<file path="src/rtl/dmem_arbiter_pkg.sv">
// Shared encodings and default widths for the data-memory arbiter.
package dmem_arbiter_pkg;

    typedef enum logic {
        OWN_CPU = 1'b0,
        OWN_EXT = 1'b1
    } owner_e;

    typedef enum logic {
        ST_ARB  = 1'b0,
        ST_LOCK = 1'b1
    } state_e;

    localparam int DEF_ADDR_W   = 32;
    localparam int DEF_DATA_W   = 32;
    localparam int DEF_LOCK_MAX = 16;

endpackage

</file>
<file path="src/rtl/dmem_arbiter_if.sv">
// Processor, external-port and data-memory signals of the arbiter in one bundle.
interface dmem_arbiter_if
    import dmem_arbiter_pkg::*;
#(
    parameter int ADDR_W = DEF_ADDR_W,
    parameter int DATA_W = DEF_DATA_W
);
    logic              cpu_req;
    logic              cpu_we;
    logic [ADDR_W-1:0] cpu_addr;
    logic [DATA_W-1:0] cpu_wdata;
    logic              cpu_stall;
    logic [DATA_W-1:0] cpu_rdata;
    logic              cpu_rvalid;

    logic              ext_req;
    logic              ext_we;
    logic [ADDR_W-1:0] ext_addr;
    logic [DATA_W-1:0] ext_wdata;
    logic              ext_lock;
    logic              ext_gnt;
    logic [DATA_W-1:0] ext_rdata;
    logic              ext_rvalid;

    logic [ADDR_W-1:0] mem_addr;
    logic [DATA_W-1:0] mem_data;
    logic              mem_we;
    logic              mem_re;
    logic [DATA_W-1:0] mem_q;

    modport slave (
        input  cpu_req, cpu_we, cpu_addr, cpu_wdata,
        output cpu_stall, cpu_rdata, cpu_rvalid,
        input  ext_req, ext_we, ext_addr, ext_wdata, ext_lock,
        output ext_gnt, ext_rdata, ext_rvalid,
        output mem_addr, mem_data, mem_we, mem_re,
        input  mem_q
    );

    modport master (
        output cpu_req, cpu_we, cpu_addr, cpu_wdata,
        input  cpu_stall, cpu_rdata, cpu_rvalid,
        output ext_req, ext_we, ext_addr, ext_wdata, ext_lock,
        input  ext_gnt, ext_rdata, ext_rvalid,
        input  mem_addr, mem_data, mem_we, mem_re,
        output mem_q
    );

endinterface

</file>
<file path="src/rtl/dmem_arbiter_rr_pick2.sv">
// Combinational two-way round-robin picker; bit 0 = CPU, bit 1 = EXT.
module rr_pick2
    import dmem_arbiter_pkg::*;
(
    input  logic [1:0] req,
    input  owner_e     last,
    output logic [1:0] gnt
);

    always_comb begin
        gnt = req;
        if (&req) begin
            gnt = (last == OWN_EXT) ? 2'b01 : 2'b10;
        end
    end

endmodule

</file>
<file path="src/rtl/dmem_arbiter.sv">
// Shares the data memory between the processor and the external port,
// with optional bounded exclusive ownership for the external side.
module dmem_arbiter
    import dmem_arbiter_pkg::*;
#(
    parameter int ADDR_W   = DEF_ADDR_W,
    parameter int DATA_W   = DEF_DATA_W,
    parameter int LOCK_MAX = DEF_LOCK_MAX
) (
    input logic           clock,
    input logic           reset,
    dmem_arbiter_if.slave bus
);

    localparam int               CNT_W   = $clog2(LOCK_MAX + 1);
    localparam logic [CNT_W-1:0] CNT_MAX = CNT_W'(LOCK_MAX);

    state_e            state, state_nxt;
    owner_e            last, last_nxt, last_eff;
    owner_e            rd_owner, rd_owner_nxt;
    logic              rd_pend, rd_pend_nxt;
    logic [CNT_W-1:0]  lock_cnt, lock_cnt_nxt;

    logic              forced_exit, lock_exit, arb_mode, conflict;
    logic [1:0]        req, pick, gnt;
    logic [ADDR_W-1:0] sel_addr;
    logic [DATA_W-1:0] sel_data;
    logic              sel_we, sel_re;

    assign req         = {bus.ext_req, bus.cpu_req};
    assign forced_exit = (state == ST_LOCK) && (lock_cnt == CNT_MAX);
    assign lock_exit   = (state == ST_LOCK) &&
                         (!bus.ext_lock || !bus.ext_req || forced_exit);
    // An exit cycle is arbitrated normally; a forced exit hands the next conflict to the CPU.
    assign arb_mode    = (state == ST_ARB) || lock_exit;
    assign last_eff    = forced_exit ? OWN_EXT : last;
    assign conflict    = arb_mode && (&req);

    rr_pick2 u_pick (
        .req  (req),
        .last (last_eff),
        .gnt  (pick)
    );

    assign gnt = arb_mode ? pick : {bus.ext_req, 1'b0};

    always_comb begin
        state_nxt    = state;
        last_nxt     = last;
        lock_cnt_nxt = lock_cnt;
        rd_pend_nxt  = 1'b0;
        rd_owner_nxt = rd_owner;
        sel_addr     = '0;
        sel_data     = '0;
        sel_we       = 1'b0;
        sel_re       = 1'b0;

        if (conflict) begin
            last_nxt = gnt[1] ? OWN_EXT : OWN_CPU;
        end else if (forced_exit) begin
            last_nxt = OWN_EXT;
        end

        if (gnt[1] && bus.ext_lock) begin
            state_nxt    = ST_LOCK;
            lock_cnt_nxt = arb_mode ? CNT_W'(1)
                         : (lock_cnt == CNT_MAX) ? lock_cnt : lock_cnt + CNT_W'(1);
        end else begin
            state_nxt    = ST_ARB;
            lock_cnt_nxt = '0;
        end

        if (gnt[0]) begin
            sel_addr = bus.cpu_addr;
            sel_data = bus.cpu_wdata;
            sel_we   = bus.cpu_we;
            sel_re   = !bus.cpu_we;
        end else if (gnt[1]) begin
            sel_addr = bus.ext_addr;
            sel_data = bus.ext_wdata;
            sel_we   = bus.ext_we;
            sel_re   = !bus.ext_we;
        end

        if (sel_re) begin
            rd_pend_nxt  = 1'b1;
            rd_owner_nxt = gnt[1] ? OWN_EXT : OWN_CPU;
        end
    end

    always_ff @(posedge clock or negedge reset) begin
        if (!reset) begin
            state    <= ST_ARB;
            last     <= OWN_EXT;
            lock_cnt <= '0;
            rd_pend  <= 1'b0;
            rd_owner <= OWN_CPU;
        end else begin
            state    <= state_nxt;
            last     <= last_nxt;
            lock_cnt <= lock_cnt_nxt;
            rd_pend  <= rd_pend_nxt;
            rd_owner <= rd_owner_nxt;
        end
    end

    assign bus.mem_addr   = sel_addr;
    assign bus.mem_data   = sel_data;
    assign bus.mem_we     = sel_we;
    assign bus.mem_re     = sel_re;
    assign bus.cpu_stall  = bus.cpu_req && !gnt[0];
    assign bus.ext_gnt    = gnt[1];
    assign bus.cpu_rdata  = bus.mem_q;
    assign bus.ext_rdata  = bus.mem_q;
    assign bus.cpu_rvalid = rd_pend && (rd_owner == OWN_CPU);
    assign bus.ext_rvalid = rd_pend && (rd_owner == OWN_EXT);

endmodule
</file>
<file path="src/flat_wrapper.sv">
// flat-port wrapper written by rule: the top's interface ports become plain ports
module dmem_arbiter_flat import dmem_arbiter_pkg::*;
#(
    parameter int ADDR_W   = DEF_ADDR_W,
    parameter int DATA_W   = DEF_DATA_W,
    parameter int LOCK_MAX = DEF_LOCK_MAX
)
  (clock, reset, bus_cpu_req, bus_cpu_we, bus_cpu_addr, bus_cpu_wdata, bus_cpu_stall, bus_cpu_rdata, bus_cpu_rvalid, bus_ext_req, bus_ext_we, bus_ext_addr, bus_ext_wdata, bus_ext_lock, bus_ext_gnt, bus_ext_rdata, bus_ext_rvalid, bus_mem_addr, bus_mem_data, bus_mem_we, bus_mem_re, bus_mem_q);
  dmem_arbiter_if #(.ADDR_W(ADDR_W), .DATA_W(DATA_W)) bus_i ();
  input logic clock;
  input logic reset;
  input wire logic [$bits(bus_i.cpu_req)-1:0] bus_cpu_req;
  input wire logic [$bits(bus_i.cpu_we)-1:0] bus_cpu_we;
  input wire logic [$bits(bus_i.cpu_addr)-1:0] bus_cpu_addr;
  input wire logic [$bits(bus_i.cpu_wdata)-1:0] bus_cpu_wdata;
  output wire logic [$bits(bus_i.cpu_stall)-1:0] bus_cpu_stall;
  output wire logic [$bits(bus_i.cpu_rdata)-1:0] bus_cpu_rdata;
  output wire logic [$bits(bus_i.cpu_rvalid)-1:0] bus_cpu_rvalid;
  input wire logic [$bits(bus_i.ext_req)-1:0] bus_ext_req;
  input wire logic [$bits(bus_i.ext_we)-1:0] bus_ext_we;
  input wire logic [$bits(bus_i.ext_addr)-1:0] bus_ext_addr;
  input wire logic [$bits(bus_i.ext_wdata)-1:0] bus_ext_wdata;
  input wire logic [$bits(bus_i.ext_lock)-1:0] bus_ext_lock;
  output wire logic [$bits(bus_i.ext_gnt)-1:0] bus_ext_gnt;
  output wire logic [$bits(bus_i.ext_rdata)-1:0] bus_ext_rdata;
  output wire logic [$bits(bus_i.ext_rvalid)-1:0] bus_ext_rvalid;
  output wire logic [$bits(bus_i.mem_addr)-1:0] bus_mem_addr;
  output wire logic [$bits(bus_i.mem_data)-1:0] bus_mem_data;
  output wire logic [$bits(bus_i.mem_we)-1:0] bus_mem_we;
  output wire logic [$bits(bus_i.mem_re)-1:0] bus_mem_re;
  input wire logic [$bits(bus_i.mem_q)-1:0] bus_mem_q;
  assign bus_i.cpu_req = bus_cpu_req;
  assign bus_i.cpu_we = bus_cpu_we;
  assign bus_i.cpu_addr = bus_cpu_addr;
  assign bus_i.cpu_wdata = bus_cpu_wdata;
  assign bus_cpu_stall = bus_i.cpu_stall;
  assign bus_cpu_rdata = bus_i.cpu_rdata;
  assign bus_cpu_rvalid = bus_i.cpu_rvalid;
  assign bus_i.ext_req = bus_ext_req;
  assign bus_i.ext_we = bus_ext_we;
  assign bus_i.ext_addr = bus_ext_addr;
  assign bus_i.ext_wdata = bus_ext_wdata;
  assign bus_i.ext_lock = bus_ext_lock;
  assign bus_ext_gnt = bus_i.ext_gnt;
  assign bus_ext_rdata = bus_i.ext_rdata;
  assign bus_ext_rvalid = bus_i.ext_rvalid;
  assign bus_mem_addr = bus_i.mem_addr;
  assign bus_mem_data = bus_i.mem_data;
  assign bus_mem_we = bus_i.mem_we;
  assign bus_mem_re = bus_i.mem_re;
  assign bus_i.mem_q = bus_mem_q;
  dmem_arbiter #(.ADDR_W(ADDR_W), .DATA_W(DATA_W), .LOCK_MAX(LOCK_MAX)) u_core (.clock(clock), .reset(reset), .bus(bus_i));
endmodule
</file>
<file path="config.mk">
export PLATFORM = sky130hd
export DESIGN_NAME = dmem_arbiter_flat
export DESIGN_NICKNAME = d
export VERILOG_FILES = /design/src/rtl/dmem_arbiter_pkg.sv /design/src/rtl/dmem_arbiter_if.sv /design/src/rtl/dmem_arbiter_rr_pick2.sv /design/src/rtl/dmem_arbiter.sv /design/src/flat_wrapper.sv
export SDC_FILE = /design/constraint.sdc
export NUM_CORES = 1
export LEC_CHECK = 0
export BUFFER_PORTS_ARGS = -buffer_cell sky130_fd_sc_hd__buf_4
export CAP_MARGIN = 10
export CORE_AREA = 2 2 118 120
export CTS_BUF_LIST = sky130_fd_sc_hd__clkbuf_8
export DETAILED_ROUTE_END_ITERATION = 10
export DIE_AREA = 0 0 120 122
export PLACE_DENSITY = 0.49
export SYNTH_ARGS = -nofsm -noshare
export SYNTH_HDL_FRONTEND = slang
export SYNTH_SLANG_ARGS = --single-unit
</file>
<file path="constraint.sdc">
create_clock -name clock -period 1.8 [get_ports clock]
set_input_delay 0 -clock clock [delete_from_list [all_inputs] [get_ports clock]]
set_output_delay 0 -clock clock [all_outputs]
set_load 0.02 [all_outputs]
</file>
==> results_dict.tcl <==
set metrics [dict create \
    firstDrtPassIters 4 \
    dieArea_sq_um 14640 \
    r2r_setup_slack_ns 0.05 \
    setup_violations 67 \
    path_max_fanout 8 \
    gp_congestion 0.6914 \
    worst_slew_pin_slew_ns 0.2488 \
    syn_nets 360 \
    ys_seq_elements 9 \
    ir_worst_vdd_mv 0.3215 \
    rows 43 \
    crit_path_end_kind "primary output" \
    power_leakage_uw 0.001843 \
    antennaDiodeCount 0 \
    grt-ovfl-total 0 \
    syn_inst 191 \
    fp.dieH_um 122 \
    rr_worst_depth 7 \
    drt-initial-drc-count 43 \
    power_density_nw_per_um2 561.3 \
    start_util 0.1217 \
    synth_area_sq_um 1644 \
    drv_slew 0 \
    seq_area_frac_synth 0.1377 \
    rsz0062_at_grt "true" \
    placed_cell_area_sq_um 2905 \
    wl_um 9194 \
    vias_per_cell 3.913 \
    die_width_um 120 \
    cts.sinks 9 \
    slew-limit-headroom 0.8341 \
    core_area_sq_um 13500 \
    r2r-end "u_core.rd_pend" \
    clk_pin_slew_ns 0.05 \
    grt_pass1_vias 2116 \
    placedCellCount 501 \
    max_cap_violations 0 \
    min_path_type "input port to primary output" \
    reg2reg_from "u_core.lock_cnt[3]" \
    worst_ep_arrival_time_ns 1.99 \
    critPathLaunch "u_core.lock_cnt[1]" \
    maxClockFrequency_ghz 0.5027 \
    drive_gt1_frac 0.7037 \
    ios 301 \
    yosys.area.top_type "a22o_1" \
    cts_root_buffer "clkbuf_8" \
    antenna_found_initial 0 \
    fin_area_sq_um 3675 \
    yosysUniqueCellTypes 28 \
    stdcell_count 531 \
    crit_type "register to primary output" \
    min_period_ns 1.989 \
    clock_latency_ns 0.23 \
    ant_nets 0 \
    required_ns 1.80 \
    drc 0 \
    synth_top_area_frac 0.3516 \
    fin_crit_sh 1.105 \
    startpoint_type "register" \
    grt.total_usage 0.09901 \
    ys_warn_count 0 \
    violations "negative setup slack" \
    endpoint "bus_mem_addr[25]" \
    status "finished with violations" \
    avgRoutedWirePerCell_um 17.31 \
    avgSynthCellArea_sq_um 8.608 \
    port_buffers 204 \
    clock_skew_ns 0.003941 \
    cts_tree "built" \
    cts_htree_levels 1 \
    grt_max_degree 34 \
    num_vias 2078 \
    hold_viol_final 0 \
    hold_slack_ns 0.000008152 \
    grt_pass1_wl_um 11580 \
    synthTopCellsByArea "a22o_1 35%, buf_4 30%, dfrtp_1 12%" \
    nNetsFinal 521 \
    setup_ws_ns -0.1891 \
    cts_buffers 3 \
    area_delta_synth_final_pct 123.5 \
    clk_path_buf_depth 2 \
    post-dp-hpwl_um 5695 \
]
==> Yosys cell counts, drive strengths merged <==
library cell  number
nand2              3
nor2               4
and3               1
a21boi             3
nor3               1
a22o              66
xor2               2
xnor2              1
nor2b              1
dfrtp              8
nand3              3
o22ai              1
dfstp              1
and2               2
o21a               1
a31oi              1
a32o               1
a21oi              2
o211a              1
ha                 2
nor3b              1
a32oi              1
inv                5
nand4              1
buf               78
==> worst min path at each step <==
stage / from / to / cells past startpoint
after detailed placement: reset / u_core.rd_pend / 1
final: bus_mem_q[29] / bus_cpu_rdata[29] / 0
after global routing: bus_mem_q[22] / bus_cpu_rdata[22] / 0
after global placement: reset / u_core.lock_cnt[2] / 1
after floorplan: reset / u_core.lock_cnt[0] / 0
after CTS: bus_mem_q[7] / bus_cpu_rdata[7] / 0
==> stage by stage <==
stage               utilization   TNS [ns]  setup WS, ns  total power [uW]
detailed placement       0.2151   -0.01810      -0.01810              1421
global route             0.2721     -13.97       -0.2654              2162
finish                   0.2721     -8.854       -0.1891              2063
CTS                      0.2571     -7.555       -0.1542              1961
global placement         0.2151  -0.004209     -0.004209              1413
floorplan                     -          0        0.1896              1033
==> registers in the layout (all words and copies together) (netlist names) <==
signal and cells:
u_core.last 1, u_core.lock_cnt 5, u_core.rd_owner 1, u_core.rd_pend 1
u_core.state 1
==> kinds of logic (layout without fill, tap and decap cells) <==
family / Yosys count / after routing / share of synthesized area
adder cells (fa/ha/maj): 2 / 2 / 0.01522
flip-flops: 9 / 9 / 0.1377
AND/OR/NAND/NOR: 17 / 17 / 0.05479
buffers and inverters: 83 / 243 / 0.3706
AO/OA/AOI/OAI: 77 / 77 / 0.4056
XOR/XNOR: 3 / 3 / 0.01598
==> cell type report <==
cell class,instances,area (sq um)
repair buffers,234,2271
multi-input cells,99,888.4
clock buffers,3,41.29
fillers,1451,9829
well taps,180,225.2
flip-flops and latches,9,226.5
clock inverters,1,3.754
inverters,5,18.77
==> metal layers <==
metal | share of wire | wire length, um | track usage | vias to the layer above
li1 | - | - | - | 974
met1 | 0.39 | 3595 | 0.1065 | 970
met2 | 0.52 | 4815 | 0.1918 | 112
met3 | 0.073 | 669 | 0.02481 | 22
met4 | 0.012 | 114 | 0.02500 | 0
met5 | 0 | 0 | 0 | -
==> worst max-delay path, cell delays in order, from the launching register on <==
cell	delay (ns)
dfrtp_1	0.35
inv_1	0.07
ha_4	0.16
buf_6	0.11
a32oi_4	0.28
a21boi_4	0.12
buf_6	0.16
clkbuf_16	0.16
a22o_1	0.20
buf_6	0.14
==> cells in the final DEF (no fill, tap or decap), types with 2 or more instances in the layout <==
cell | synthesis | routed
a22o_1 | 66 | 63
nand3_1 | 3 | 3
nor2_1 | 4 | 4
a22o_4 | 0 | 3
buf_8 | 0 | 3
buf_4 | 65 | 145
nand2_1 | 3 | 3
and2_1 | 2 | 2
buf_12 | 0 | 6
buf_6 | 6 | 71
a21oi_1 | 2 | 2
inv_1 | 5 | 5
clkbuf_8 | 0 | 3
a21boi_4 | 0 | 2
xor2_1 | 2 | 2
dfrtp_1 | 8 | 8
buf_16 | 0 | 3
clkbuf_16 | 0 | 5
==> power by group <==
group          internal (uW)  leakage, uW  switching [uW]
sequential               222     0.000118            18.4
clock                    149    0.0000269            85.8
combinational            895      0.00170             692
total                   1270      0.00184             796
==> repair_timing <==
action	CTS	global route
setup buffers	12	4
gates cloned	4	6
resized for setup	77	13
endpoints found under the hold margin	9	0
endpoints found under the setup margin	67	68
pin swaps	28	32
hold buffers	1	0
No activity file was read; power rests on OpenSTA's default activity.
